## config.mk

```make
export PLATFORM = sky130hd
export DESIGN_NAME = zx_screen_reader
export DESIGN_NICKNAME = d
export VERILOG_FILES = /design/src/rtl/zx_video_pkg.sv /design/src/rtl/zx_video_timing.sv /design/src/rtl/zx_screen_reader.sv
export SDC_FILE = /design/constraint.sdc
export NUM_CORES = 1
export LEC_CHECK = 0
export BUFFER_PORTS_ARGS = -buffer_cell sky130_fd_sc_hd__buf_2
export CORE_ASPECT_RATIO = 1.4
export CORE_MARGIN = 8
export CORE_UTILIZATION = 48
export CTS_CLUSTER_SIZE = 30
export DETAILED_ROUTE_END_ITERATION = 8
export MAX_ROUTING_LAYER = met4
export PLACE_DENSITY_LB_ADDON = 0.05
export SLEW_MARGIN = 15
export SYNTH_ARGS = -nofsm -noshare
export SYNTH_HDL_FRONTEND = slang
export SYNTH_SLANG_ARGS = --single-unit
```

## constraint.sdc

```tcl
create_clock -name clk -period 4.1 [get_ports clk]
set_clock_uncertainty 0.05 [all_clocks]
set_input_delay 0.82 -clock clk [delete_from_list [all_inputs] [get_ports clk]]
set_output_delay 0.82 -clock clk [all_outputs]
set_load 0.005 [all_outputs]
```

## src/rtl/zx_video_pkg.sv

```systemverilog
// Shared timing constants, cell-phase encoding and screen address helpers for the ZX video reader.
// Pure declarations; no clocked logic lives here.
package zx_video_pkg;

    localparam logic [8:0] H_TOTAL      = 9'd448;
    localparam logic [8:0] V_TOTAL      = 9'd312;
    localparam logic [8:0] H_LAST       = H_TOTAL - 9'd1;
    localparam logic [8:0] V_LAST       = V_TOTAL - 9'd1;
    localparam logic [8:0] H_ACT        = 9'd256;
    localparam logic [8:0] V_ACT        = 9'd192;
    localparam logic [8:0] V_ACT_LAST   = V_ACT - 9'd1;
    localparam logic [8:0] H_SYNC_START = 9'd320;
    localparam logic [8:0] H_SYNC_END   = 9'd351;
    localparam logic [8:0] V_SYNC_START = 9'd248;
    localparam logic [8:0] V_SYNC_END   = 9'd251;
    localparam logic [8:0] H_BLANK      = 9'd384;
    localparam logic [8:0] V_BLANK      = 9'd280;
    localparam logic [8:0] INT_LEN      = 9'd32;
    localparam logic [8:0] H_FETCH_PRE  = 9'd440;
    localparam logic [8:0] H_FETCH_END  = 9'd247;
    localparam logic [15:0] ATTR_BASE   = 16'h1800;
    localparam int          FLASH_BIT   = 4;

    typedef enum logic [2:0] {
        PH_BM_ADDR = 3'd0,
        PH_BM_CAP  = 3'd1,
        PH_AT_ADDR = 3'd2,
        PH_AT_CAP  = 3'd3,
        PH_IDLE4   = 3'd4,
        PH_IDLE5   = 3'd5,
        PH_IDLE6   = 3'd6,
        PH_LOAD    = 3'd7
    } phase_t;

    function automatic logic [15:0] bm_addr(input logic [7:0] y, input logic [4:0] c);
        return {3'b000, y[7:6], y[2:0], y[5:3], c};
    endfunction

    function automatic logic [15:0] at_addr(input logic [4:0] row, input logic [4:0] c);
        return ATTR_BASE + {6'b000000, row, c};
    endfunction

endpackage

```

## src/rtl/zx_video_timing.sv

```systemverilog
// Raster counters, frame counter and sync/blank/interrupt decode; decodes registered one pix_ce late.
// No backpressure: pix_ce low freezes every register.
module zx_video_timing
    import zx_video_pkg::*;
(
    input  logic       i_clk,
    input  logic       i_resetn,
    input  logic       i_pix_ce,
    output logic [8:0] o_hcnt,
    output logic [8:0] o_vcnt,
    output logic       o_flash,
    output logic       o_active,
    output logic       o_dark,
    output logic       o_hsync,
    output logic       o_vsync,
    output logic       o_blank,
    output logic       o_int_n
);

    logic [8:0] r_hcnt;
    logic [8:0] r_vcnt;
    logic [4:0] r_frame;
    logic       r_hsync;
    logic       r_vsync;
    logic       r_blank;
    logic       r_int_n;

    logic w_hwrap;
    logic w_vwrap;
    logic w_hsync;
    logic w_vsync;
    logic w_blank;
    logic w_int;

    assign w_hwrap = (r_hcnt == H_LAST);
    assign w_vwrap = (r_vcnt == V_LAST);
    assign w_hsync = (r_hcnt >= H_SYNC_START) && (r_hcnt <= H_SYNC_END);
    assign w_vsync = (r_vcnt >= V_SYNC_START) && (r_vcnt <= V_SYNC_END);
    assign w_blank = (r_hcnt >= H_BLANK) || (r_vcnt >= V_BLANK);
    assign w_int   = (r_vcnt == V_SYNC_START) && (r_hcnt < INT_LEN);

    always_ff @(posedge i_clk or negedge i_resetn) begin
        if (!i_resetn) begin
            r_hcnt  <= '0;
            r_vcnt  <= '0;
            r_frame <= '0;
            r_hsync <= 1'b0;
            r_vsync <= 1'b0;
            r_blank <= 1'b0;
            r_int_n <= 1'b1;
        end else if (i_pix_ce) begin
            r_hcnt <= w_hwrap ? 9'd0 : r_hcnt + 9'd1;
            if (w_hwrap) begin
                r_vcnt <= w_vwrap ? 9'd0 : r_vcnt + 9'd1;
                if (w_vwrap) begin
                    r_frame <= r_frame + 5'd1;
                end
            end
            r_hsync <= w_hsync;
            r_vsync <= w_vsync;
            r_blank <= w_blank;
            r_int_n <= !w_int;
        end
    end

    assign o_hcnt   = r_hcnt;
    assign o_vcnt   = r_vcnt;
    assign o_flash  = r_frame[FLASH_BIT];
    assign o_active = (r_hcnt < H_ACT) && (r_vcnt < V_ACT);
    // Sync periods are not part of the visible border, so they go dark with blank.
    assign o_dark   = w_blank || w_hsync || w_vsync;
    assign o_hsync  = r_hsync;
    assign o_vsync  = r_vsync;
    assign o_blank  = r_blank;
    assign o_int_n  = r_int_n;

endmodule

```

## src/rtl/zx_screen_reader.sv

```systemverilog
// ZX Spectrum screen fetch/shift pipeline: reads bitmap+attribute one cell ahead, emits 4-bit colour.
// Colour and syncs lag the raster by one pix_ce; pix_ce low stalls everything (no other backpressure).
module zx_screen_reader
    import zx_video_pkg::*;
(
    input  logic        clk,
    input  logic        resetn,
    input  logic        pix_ce,
    input  logic [2:0]  border,
    output logic [15:0] addr_b,
    input  logic [7:0]  dout_b,
    output logic [3:0]  color,
    output logic        hsync,
    output logic        vsync,
    output logic        blank,
    output logic        int_n
);

    logic [8:0] w_hcnt;
    logic [8:0] w_vcnt;
    logic       w_flash;
    logic       w_active;
    logic       w_dark;

    zx_video_timing u_timing (
        .i_clk    (clk),
        .i_resetn (resetn),
        .i_pix_ce (pix_ce),
        .o_hcnt   (w_hcnt),
        .o_vcnt   (w_vcnt),
        .o_flash  (w_flash),
        .o_active (w_active),
        .o_dark   (w_dark),
        .o_hsync  (hsync),
        .o_vsync  (vsync),
        .o_blank  (blank),
        .o_int_n  (int_n)
    );

    logic [15:0] r_addr;
    logic [7:0]  r_bm;
    logic [7:0]  r_at;
    logic [7:0]  r_shift;
    logic [7:0]  r_attr;
    logic [3:0]  r_color;

    logic        w_pre;
    logic        w_fetch;
    logic [7:0]  w_fy;
    logic [4:0]  w_cell;
    phase_t      w_phase;
    logic        w_pix;
    logic [3:0]  w_color;

    // The last 8 pixels of a line prefetch cell 0 of the next line (line 311 wraps to 0).
    assign w_pre   = (w_hcnt >= H_FETCH_PRE);
    assign w_fetch = w_pre ? ((w_vcnt == V_LAST) || (w_vcnt < V_ACT_LAST))
                           : ((w_hcnt <= H_FETCH_END) && (w_vcnt < V_ACT));
    assign w_fy    = w_pre ? ((w_vcnt == V_LAST) ? 8'd0 : w_vcnt[7:0] + 8'd1) : w_vcnt[7:0];
    assign w_cell  = w_pre ? 5'd0 : w_hcnt[7:3] + 5'd1;
    assign w_phase = phase_t'(w_hcnt[2:0]);
    assign w_pix   = r_shift[7] ^ (r_attr[7] & w_flash);

    always_comb begin
        w_color = 4'h0;
        if (w_active) begin
            w_color = {r_attr[6], w_pix ? r_attr[2:0] : r_attr[5:3]};
        end else if (!w_dark) begin
            w_color = {1'b0, border};
        end
    end

    always_ff @(posedge clk or negedge resetn) begin
        if (!resetn) begin
            r_addr  <= '0;
            r_bm    <= '0;
            r_at    <= '0;
            r_shift <= '0;
            r_attr  <= '0;
            r_color <= '0;
        end else if (pix_ce) begin
            if (w_fetch) begin
                case (w_phase)
                    PH_BM_ADDR: r_addr <= bm_addr(w_fy, w_cell);
                    PH_BM_CAP:  r_bm   <= dout_b;
                    PH_AT_ADDR: r_addr <= at_addr(w_fy[7:3], w_cell);
                    PH_AT_CAP:  r_at   <= dout_b;
                    default: ;
                endcase
            end
            if (w_fetch && (w_phase == PH_LOAD)) begin
                r_shift <= r_bm;
                r_attr  <= r_at;
            end else if (w_active) begin
                r_shift <= {r_shift[6:0], 1'b0};
            end
            r_color <= w_color;
        end
    end

    assign addr_b = r_addr;
    assign color  = r_color;

endmodule
```

==> results_dict.tcl, run 1 <==
set metrics [dict create \
    final_common_cell "dfrtp_1" \
    cts_root_buffer "clkbuf_16" \
    holdPathEnd "u_timing.r_frame[3]" \
    async_reset_ff_frac 1.00 \
    worstSetupStartpointType "flip-flop" \
    grtUsageTotal 0.181 \
    numCtsBuffers 9 \
    cp.arrival_ns 2.94 \
    dp_hpwl_mm 6.63 \
    ys_ff_latch 76 \
    slew_headroom 0.357 \
    post_cts_buffers 0 \
    power_leakage_nw 2.17 \
    fp.dieW_um 93.3 \
    met2_length_mm 4.63 \
    die_area_um2 11600 \
    tns_ns 0 \
    grt_max_degree 77 \
    placementRows 39 \
    cts_buffer_depth 2 \
    max_freq_mhz 362 \
    grt_pass1_vias 3068 \
    avgRoutedWirePerCell_um 18.2 \
    clkTransAtPathRegs_ns 0.06 \
    synth-xor-area-share 0.0306 \
    antennaDiodeCount 0 \
    drt-met1-wl_mm 3.97 \
    cts_tree "yes" \
    synth-simple-area-share 0.145 \
    cts.sinks 76 \
    syn2layout_area_growth_pct 12.7 \
    rsz0062_at_grt "false" \
    dr.pass1.iters 4 \
    power_frac_comb 0.142 \
    setup_viol 0 \
    r2r_cells 6 \
    routed_via_density 5.72 \
    vias 2933 \
    ios 38 \
    ys_warn_count 0 \
    synth_area_per_cell_um2 10.6 \
    cp_max_fo 16 \
    core-area_um2 8150 \
    r2r_slack_ns 1.34 \
    synth.mux.area_fraction 0.117 \
    clockPowerShare 0.411 \
    fin_nets 432 \
    gp_routability_congestion 0.820 \
    drc_errors 0 \
    p_sw_uw 545 \
    cts_hold_buf 0 \
    synth_top_family_by_area "compound AO/OA/AOI/OAI gates" \
    drive_above_1_share 0.241 \
    antenna_left 0 \
    wirelength_mm 9.31 \
    reg2reg_to "addr_b[7]" \
    dp.cells 497 \
    ir_drop_uv 241 \
    yosysSeqAreaShare 0.474 \
    synth_edf_count 0 \
    layout_common_cells "dfrtp_1, mux2_2, buf_2, nand2_1, nor2_1" \
    synth_compound_area_frac 0.149 \
    cts_max_level 3 \
    cap_violations 0 \
    seq_power_share 0.447 \
    synth_adder_area_share 0.0374 \
    worst-setup-path-type "flip-flop to flip-flop" \
    ys_types 57 \
    rr_startpoint "u_timing.o_hcnt[4]" \
    seq_area_um2 1900 \
    hold_viol_final 0 \
    multiInputGateArea_um2 1940 \
    period_needed_ns 2.76 \
    worstHoldPathType "flip-flop to flip-flop" \
    dr_wl_met3_um 318 \
    worst_pin_slew_ns 0.964 \
    p_sw_frac 0.280 \
    cp.required_ns 4.27 \
    overflow 0 \
    start_util 0.492 \
    grt_first_pass_wirelength_mm 15.8 \
    fin_crit_sh 0.674 \
    drtIter0Drc 163 \
    report.final.slew_viol_count 0 \
    end_kind "flip-flop" \
    power-per-cell-area_nw_per_um2 431 \
    final_cells 513 \
    whs_path_depth 1 \
    cts_repair_resize_count 0 \
    top_layer "met4" \
    clkLatencyLatePin_ns 0.34 \
    intPower_mw 1.40 \
    fillCellCount 726 \
    min_from "u_timing.r_frame[3]" \
    dieHeight_um 124 \
    grt_antenna_before_repair 0 \
    outcome "finished, final reports clean" \
    synth_flop_cell "dfrtp_1" \
    synthCells 380 \
    port_buffers 34 \
    syn-cell-area_um2 4010 \
]
[cell usage after synthesis, types with 10 or more instances]
cell      number  area share
a21oi_1       16       0.020
clkbuf_1      13       0.012
dfrtp_1       75        0.47
ha_1          12       0.037
inv_1         18       0.017
mux2_2        39        0.11
nand2_1       28       0.026
nand2b_1      11       0.017
nand3_1       14       0.017
nor2_1        24       0.022
o21ai_0       15       0.019
xnor2_1       10       0.022
[worst max path at each step]
| stage | startpoint | endpoint | cells after the start |
|---|---|---|---|
| after global placement | u_timing.o_hcnt[4] | addr_b[5] | 6 |
| final | u_timing.o_hcnt[4] | addr_b[7] | 6 |
| after global routing | u_timing.o_hcnt[4] | addr_b[9] | 6 |
| after detailed placement | u_timing.o_hcnt[4] | addr_b[7] | 6 |
| after CTS | u_timing.o_hcnt[4] | addr_b[7] | 6 |
| after floorplan | pix_ce | u_timing.r_frame[1] | 6 |
[routing by layer]
metal / global-route usage / vias to the layer above
met3: 0.0235 / 22
met5: - / -
met2: 0.290 / 65
met4: 0.119 / 0
met1: 0.209 / 1431
li1: - / 1415
[flip-flops by register name (all words and copies together), names as in the netlist]
register,flops
u_timing.r_frame,5
r_attr,8
u_timing.o_int_n,1
u_timing.o_hcnt,9
u_timing.o_vsync,1
addr_b,13
r_at,8
color,4
u_timing.o_vcnt,9
u_timing.o_blank,1
u_timing.o_hsync,1
r_bm,8
r_shift,8
[area by class of cell]
| type | instances | share of cell area |
|---|---|---|
| multi-input cells | 265 | 0.428 |
| flip-flops and latches | 76 | 0.421 |
| clock inverters | 2 | 0.00775 |
| repair buffers | 36 | 0.0415 |
| well taps | 102 | 0.0282 |
| inverters | 18 | 0.0149 |
| clock buffers | 14 | 0.0584 |
[power by group through the flow]
stage | Sequential (mW) | Clock, mW | Combinational (mW)
6_report | 0.870 | 0.801 | 0.276
5_1_grt | 0.882 | 0.854 | 0.313
3_5_place_dp | 0.881 | 0 | 0.271
2_1_floorplan | 0.836 | 0 | 0.229
4_1_cts | 0.868 | 0.817 | 0.279
3_3_place_gp | 0.880 | 0 | 0.269
[kinds of logic after synthesis]
family / count (synthesis)
other: 1
DFF: 76
xor gates and xnor gates: 14
adders and majority gates: 12
and+or+nand+nor: 114
AOI/OAI and AO/OA: 80
muxes: 42
buffers and inverters: 41
[critical path, cell delays in order, from the launching register on]
cell and delay, ns:
dfrtp_1 0.48, ha_1 0.36, nor2_1 0.11, a21oi_2 0.62, o2111ai_2 0.35, nand2_1 0.30, mux2_2 0.38
[per-stage QoR]
stage | total power, mW | worst slack, ns | hold WS [ns] | cell area, µm² | utilization
3_5_place_dp | 1.15 | 1.33 | 0.413 | 4220 | 0.518
6_report | 1.95 | 1.34 | 0.423 | 4520 | 0.555
3_3_place_gp | 1.15 | 1.39 | 0.410 | 4220 | 0.518
5_1_grt | 2.05 | 1.04 | 0.433 | 4520 | 0.555
4_1_cts | 1.96 | 1.32 | 0.427 | 4520 | 0.555
2_1_floorplan | 1.06 | 1.56 | 0.395 | 4020 | -
Power figures use the tool's default switching activity.
==> inputs of run 2 (changes only) <==
==> constraint.sdc (replaced) <==
create_clock -name clk -period 2.8 [get_ports clk]
set_clock_uncertainty 0.05 [all_clocks]
set_input_delay 0.56 -clock clk [delete_from_list [all_inputs] [get_ports clk]]
set_output_delay 0.56 -clock clk [all_outputs]
set_load 0.005 [all_outputs]
==> results_dict.tcl, run 2 (synthesized netlist as in run 1, its figures left out) <==
set metrics [dict create \
    outcome "finished, final reports clean" \
    worst_pin_slew_ns 0.570 \
    report.final.slew_viol_count 0 \
    drc_errors 0 \
    fin_crit_sh 0.916 \
    cap_violations 0 \
    cts.sinks 76 \
    period_needed_ns 2.56 \
    max_freq_mhz 390 \
    port_buffers 34 \
    fp.dieW_um 93.3 \
    crit_family "compound AO/OA/AOI/OAI gates" \
    drtIter0Drc 181 \
    layout_common_cells "dfrtp_1, mux2_2, buf_2, nand2_1, nor2_1" \
    rsz0062_at_grt "false" \
    setup_viol 0 \
    largest_register_ffs 13 \
    dp_hpwl_mm 6.68 \
    multiInputGateArea_um2 1940 \
    core-area_um2 8150 \
    overflow 0 \
    cts_max_level 3 \
    die_area_um2 11600 \
    grtUsageTotal 0.173 \
    grt_first_pass_wirelength_mm 15.2 \
    slew_headroom 0.610 \
    gp_routability_congestion 0.855 \
    dr.pass1.iters 4 \
    cts_tree "yes" \
    design_area_um2 4630 \
    cts_root_buffer "clkbuf_16" \
    cts_hold_buf 0 \
    grt_pass1_vias 3041 \
    antennaDiodeCount 0 \
    start_util 0.492 \
    fin_nets 438 \
    drive_above_1_share 0.257 \
    syn2layout_area_growth_pct 15.4 \
    placementRows 39 \
    crit_path_frequent_cell "nand2_1" \
    post-route-util 0.568 \
    grt_antenna_before_repair 0 \
    hold_viol_final 0 \
    grt_max_degree 43 \
    dieHeight_um 124 \
    worstHoldPathType "input port to async pin" \
    numCtsBuffers 9 \
    worst-setup-path-type "flip-flop to flip-flop" \
    power_mw 3.03 \
    fillCellCount 734 \
    slowest_stage "o311ai_1" \
    cts_repair_resize_count 0 \
    power_leakage_nw 2.23 \
    clkLatencyLatePin_ns 0.34 \
    cp.required_ns 2.97 \
    wirelength_mm 9.00 \
    slowest_delay_ns 0.52 \
    final_common_cell "dfrtp_1" \
    avgRoutedWirePerCell_um 17.3 \
    antenna_left 0 \
    cts_buffer_depth 2 \
    post_cts_buffers 0 \
    seq_area_um2 1900 \
    clkTransAtPathRegs_ns 0.06 \
    vias 2933 \
    routed_via_density 5.65 \
    dpl_cell_area_um2 4280 \
    ir_drop_uv 399 \
    worstSetupStartpointType "flip-flop" \
    power-per-cell-area_nw_per_um2 654 \
    tns_ns 0 \
    cp.arrival_ns 2.73 \
    cp_num_buf_inv 0 \
    cp_max_fo 9 \
    end_kind "flip-flop" \
    ios 38 \
    path_cells "ha_1, nand2_1, o311ai_1, nand2_1, a21oi_4, mux2_2" \
]
-- run 2: changes by cell type in the layout (fill, tap and decap cells not counted) --
cell / delta
bufinv_16: +2
buf_12: +1
clkbuf_1: -2
buf_4: +5
-- run 2: final timing paths --
| path | slack, ns | cells past startpoint | from | end |
|---|---|---|---|---|
| min reg2reg | 0.42 | 1 | addr_b[4] | addr_b[4] |
| max reg2reg | 0.24 | 6 | u_timing.o_hcnt[0] | r_attr[6] |
| max | 0.24 | 6 | u_timing.o_hcnt[0] | r_attr[6] |
| min | 0.12 | 1 | resetn | addr_b[2] |
| min in group clk | 0.42 | 1 | addr_b[4] | addr_b[4] |
| max in group asynchronous | 2.00 | 2 | resetn | r_attr[0] |
-- run 2: through the flow --
step           hold WS (ns)  std cells  setup WS (ns)
2_1_floorplan         0.214        382          0.518
3_3_place_gp          0.406        503          0.287
3_5_place_dp          0.415        503          0.260
4_1_cts               0.135        519          0.220
5_1_grt               0.157        519         0.0570
6_report              0.122        519          0.236
-- run 2: power by group --
| group | internal [mW] | switching (mW) |
|---|---|---|
| Sequential | 1.15 | 0.120 |
| Clock | 0.918 | 0.439 |
| Combinational | 0.161 | 0.235 |
-- run 2: final cells by class --
class | instances | share of cell area
well taps | 102 | 0.0276
clock inverters | 4 | 0.0205
inverters | 18 | 0.0146
multi-input cells | 265 | 0.418
flip-flops and latches | 76 | 0.411
clock buffers | 12 | 0.0554
repair buffers | 42 | 0.0530
-- run 2: layer usage --
layer  up-vias  part of all wire  track usage
met3        15             0.033       0.0277
met5         -                 0            -
met1      1433              0.44        0.196
li1       1430                 -            -
met2        55              0.51        0.290
met4         0             0.021       0.0849
-- run 2: worst register-to-register path, stage by stage, from the launching register on --
cell and delay, ns:
dfrtp_1 0.43, ha_1 0.29, nand2_1 0.12, o311ai_1 0.52, nand2_1 0.26, a21oi_4 0.39, mux2_2 0.39
==> inputs of run 3 (changes only) <==
--- a/config.mk
+++ b/config.mk
@@ -6,12 +6,13 @@
 export NUM_CORES = 1
 export LEC_CHECK = 0
 export BUFFER_PORTS_ARGS = -buffer_cell sky130_fd_sc_hd__buf_2
+export CELL_PAD_IN_SITES_DETAIL_PLACEMENT = 1
+export CELL_PAD_IN_SITES_GLOBAL_PLACEMENT = 2
 export CORE_ASPECT_RATIO = 1.4
 export CORE_MARGIN = 8
-export CORE_UTILIZATION = 48
+export CORE_UTILIZATION = 39
 export CTS_CLUSTER_SIZE = 30
 export DETAILED_ROUTE_END_ITERATION = 8
-export MAX_ROUTING_LAYER = met4
 export PLACE_DENSITY_LB_ADDON = 0.05
 export SLEW_MARGIN = 15
 export SYNTH_ARGS = -nofsm -noshare
==> results_dict.tcl, run 3 (synthesized netlist as in run 1, its figures left out) <==
set metrics [dict create \
    drc_errors 0 \
    dpl_cell_area_um2 4350 \
    final_cells 558 \
    numCtsBuffers 9 \
    worstHoldPathType "input port to async pin" \
    dieHeight_um 136 \
    antenna_left 0 \
    antennaDiodeCount 0 \
    power_leakage_nw 2.25 \
    fp.dieW_um 102 \
    cp.arrival_ns 2.65 \
    placementRows 44 \
    cts.sinks 76 \
    worstSetupStartpoint "u_timing.o_vcnt[4]" \
    setup_viol 0 \
    r2r_slack_ns 0.32 \
    gp_routability_congestion 0.790 \
    largest_register_ffs 13 \
    cts_root_buffer "clkbuf_16" \
    drive_above_1_share 0.267 \
    hold_viol_final 0 \
    grt_pass1_vias 3177 \
    rsz0062_at_grt "false" \
    fin_crit_sh 0.885 \
    report.final.slew_viol_count 0 \
    power-per-cell-area_nw_per_um2 659 \
    end_kind "flip-flop" \
    die_area_um2 13800 \
    period_needed_ns 2.48 \
    hold_slack_ns 0.177 \
    tns_ns 0 \
    ir_drop_uv 311 \
    ios 38 \
    wirelength_mm 10.7 \
    start_util 0.394 \
    layout_common_cells "dfrtp_1, mux2_2, buf_2, nand2_1, nor2_1" \
    port_buffers 34 \
    core-area_um2 10200 \
    cp.required_ns 2.97 \
    cts_buffer_depth 2 \
    drtIter0Drc 127 \
    dp_hpwl_mm 7.69 \
    slew_headroom 0.664 \
    worstSetupStartpointType "flip-flop" \
    design_area_um2 4710 \
    syn2layout_area_growth_pct 17.5 \
    worst_pin_slew_ns 0.501 \
    worst-setup-path-type "flip-flop to flip-flop" \
    cts_max_level 3 \
    layout_setup_ws_ns 0.322 \
    fin_nets 441 \
    dp_slack_ns 0.191 \
    cap_violations 0 \
    power_mw 3.11 \
    cts_tree "yes" \
    dr.pass1.iters 4 \
    rr_startpoint "u_timing.o_vcnt[4]" \
    grt_first_pass_wirelength_mm 17.8 \
    dp.cells 542 \
    cp_max_fo 13 \
    overflow 0 \
    grtUsageTotal 0.169 \
    post-route-util 0.463 \
    grt_antenna_before_repair 0 \
    fillCellCount 1135 \
    vias 3005 \
    clkTransAtPathRegs_ns 0.06 \
    routed_via_density 5.39 \
    avgRoutedWirePerCell_um 19.2 \
    clkLatencyLatePin_ns 0.34 \
    outcome "finished, final reports clean" \
    max_freq_mhz 403 \
    final_common_cell "dfrtp_1" \
    grt_max_degree 77 \
]
[run 3: changes by cell type in the layout (fill, tap and decap cells not counted), sizes merged]
cell / before / now
clkbuf: 12 / 11
clkinv: 1 / 2
buf: 42 / 45
[run 3: worst paths after layout]
| check | depth (start not counted) | end |
|---|---|---|
| setup reg to reg | 5 | addr_b[11] |
| setup / recovery | 5 | addr_b[11] |
| min in group clk | 2 | r_bm[0] |
| hold reg to reg | 1 | addr_b[2] |
| max in group asynchronous | 2 | u_timing.o_int_n |
| hold / removal | 2 | r_shift[4] |
[run 3: what timing repair did]
| item | 4_1_cts | 5_1_grt |
|---|---|---|
| endpoints found under the setup margin | 0 | 22 |
| buffers inserted | 0 | 0 |
| resized for setup | 0 | 1 |
| hold buffers | 0 | 0 |
[run 3: power by group]
| group | internal (mW) | switching [mW] | leakage, nW | total (mW) |
|---|---|---|---|---|
| registers | 1.15 | 0.114 | 1.01 | 1.27 |
| logic | 0.176 | 0.267 | 1.06 | 0.444 |
| clock network | 0.923 | 0.473 | 0.176 | 1.40 |
| total | 2.25 | 0.854 | 2.25 | 3.11 |
[run 3: layout make-up]
type                            count  area [µm²]  share of cell area
Tap cell                          138         173              0.0366
Inverter                           18        67.6              0.0143
Clock buffer                       11         253              0.0536
Clock inverter                      5         108              0.0228
Multi-Input combinational cell    265        1940               0.412
Sequential cell                    76        1900               0.404
Timing Repair Buffer               45         268              0.0568
[run 3: per-layer routing]
layer | global-route usage | share of wire
met4 | 0.0574 | 0.012
met5 | 0 | 0
met1 | 0.205 | 0.43
met3 | 0.0333 | 0.029
met2 | 0.289 | 0.53
[run 3: worst max-delay path: stages, from the launching register on]
cell	delay, ns
dfrtp_1	0.60
nor4bb_1	0.49
o2bb2ai_1	0.30
o2111ai_2	0.25
nand2_1	0.30
mux2_2	0.37
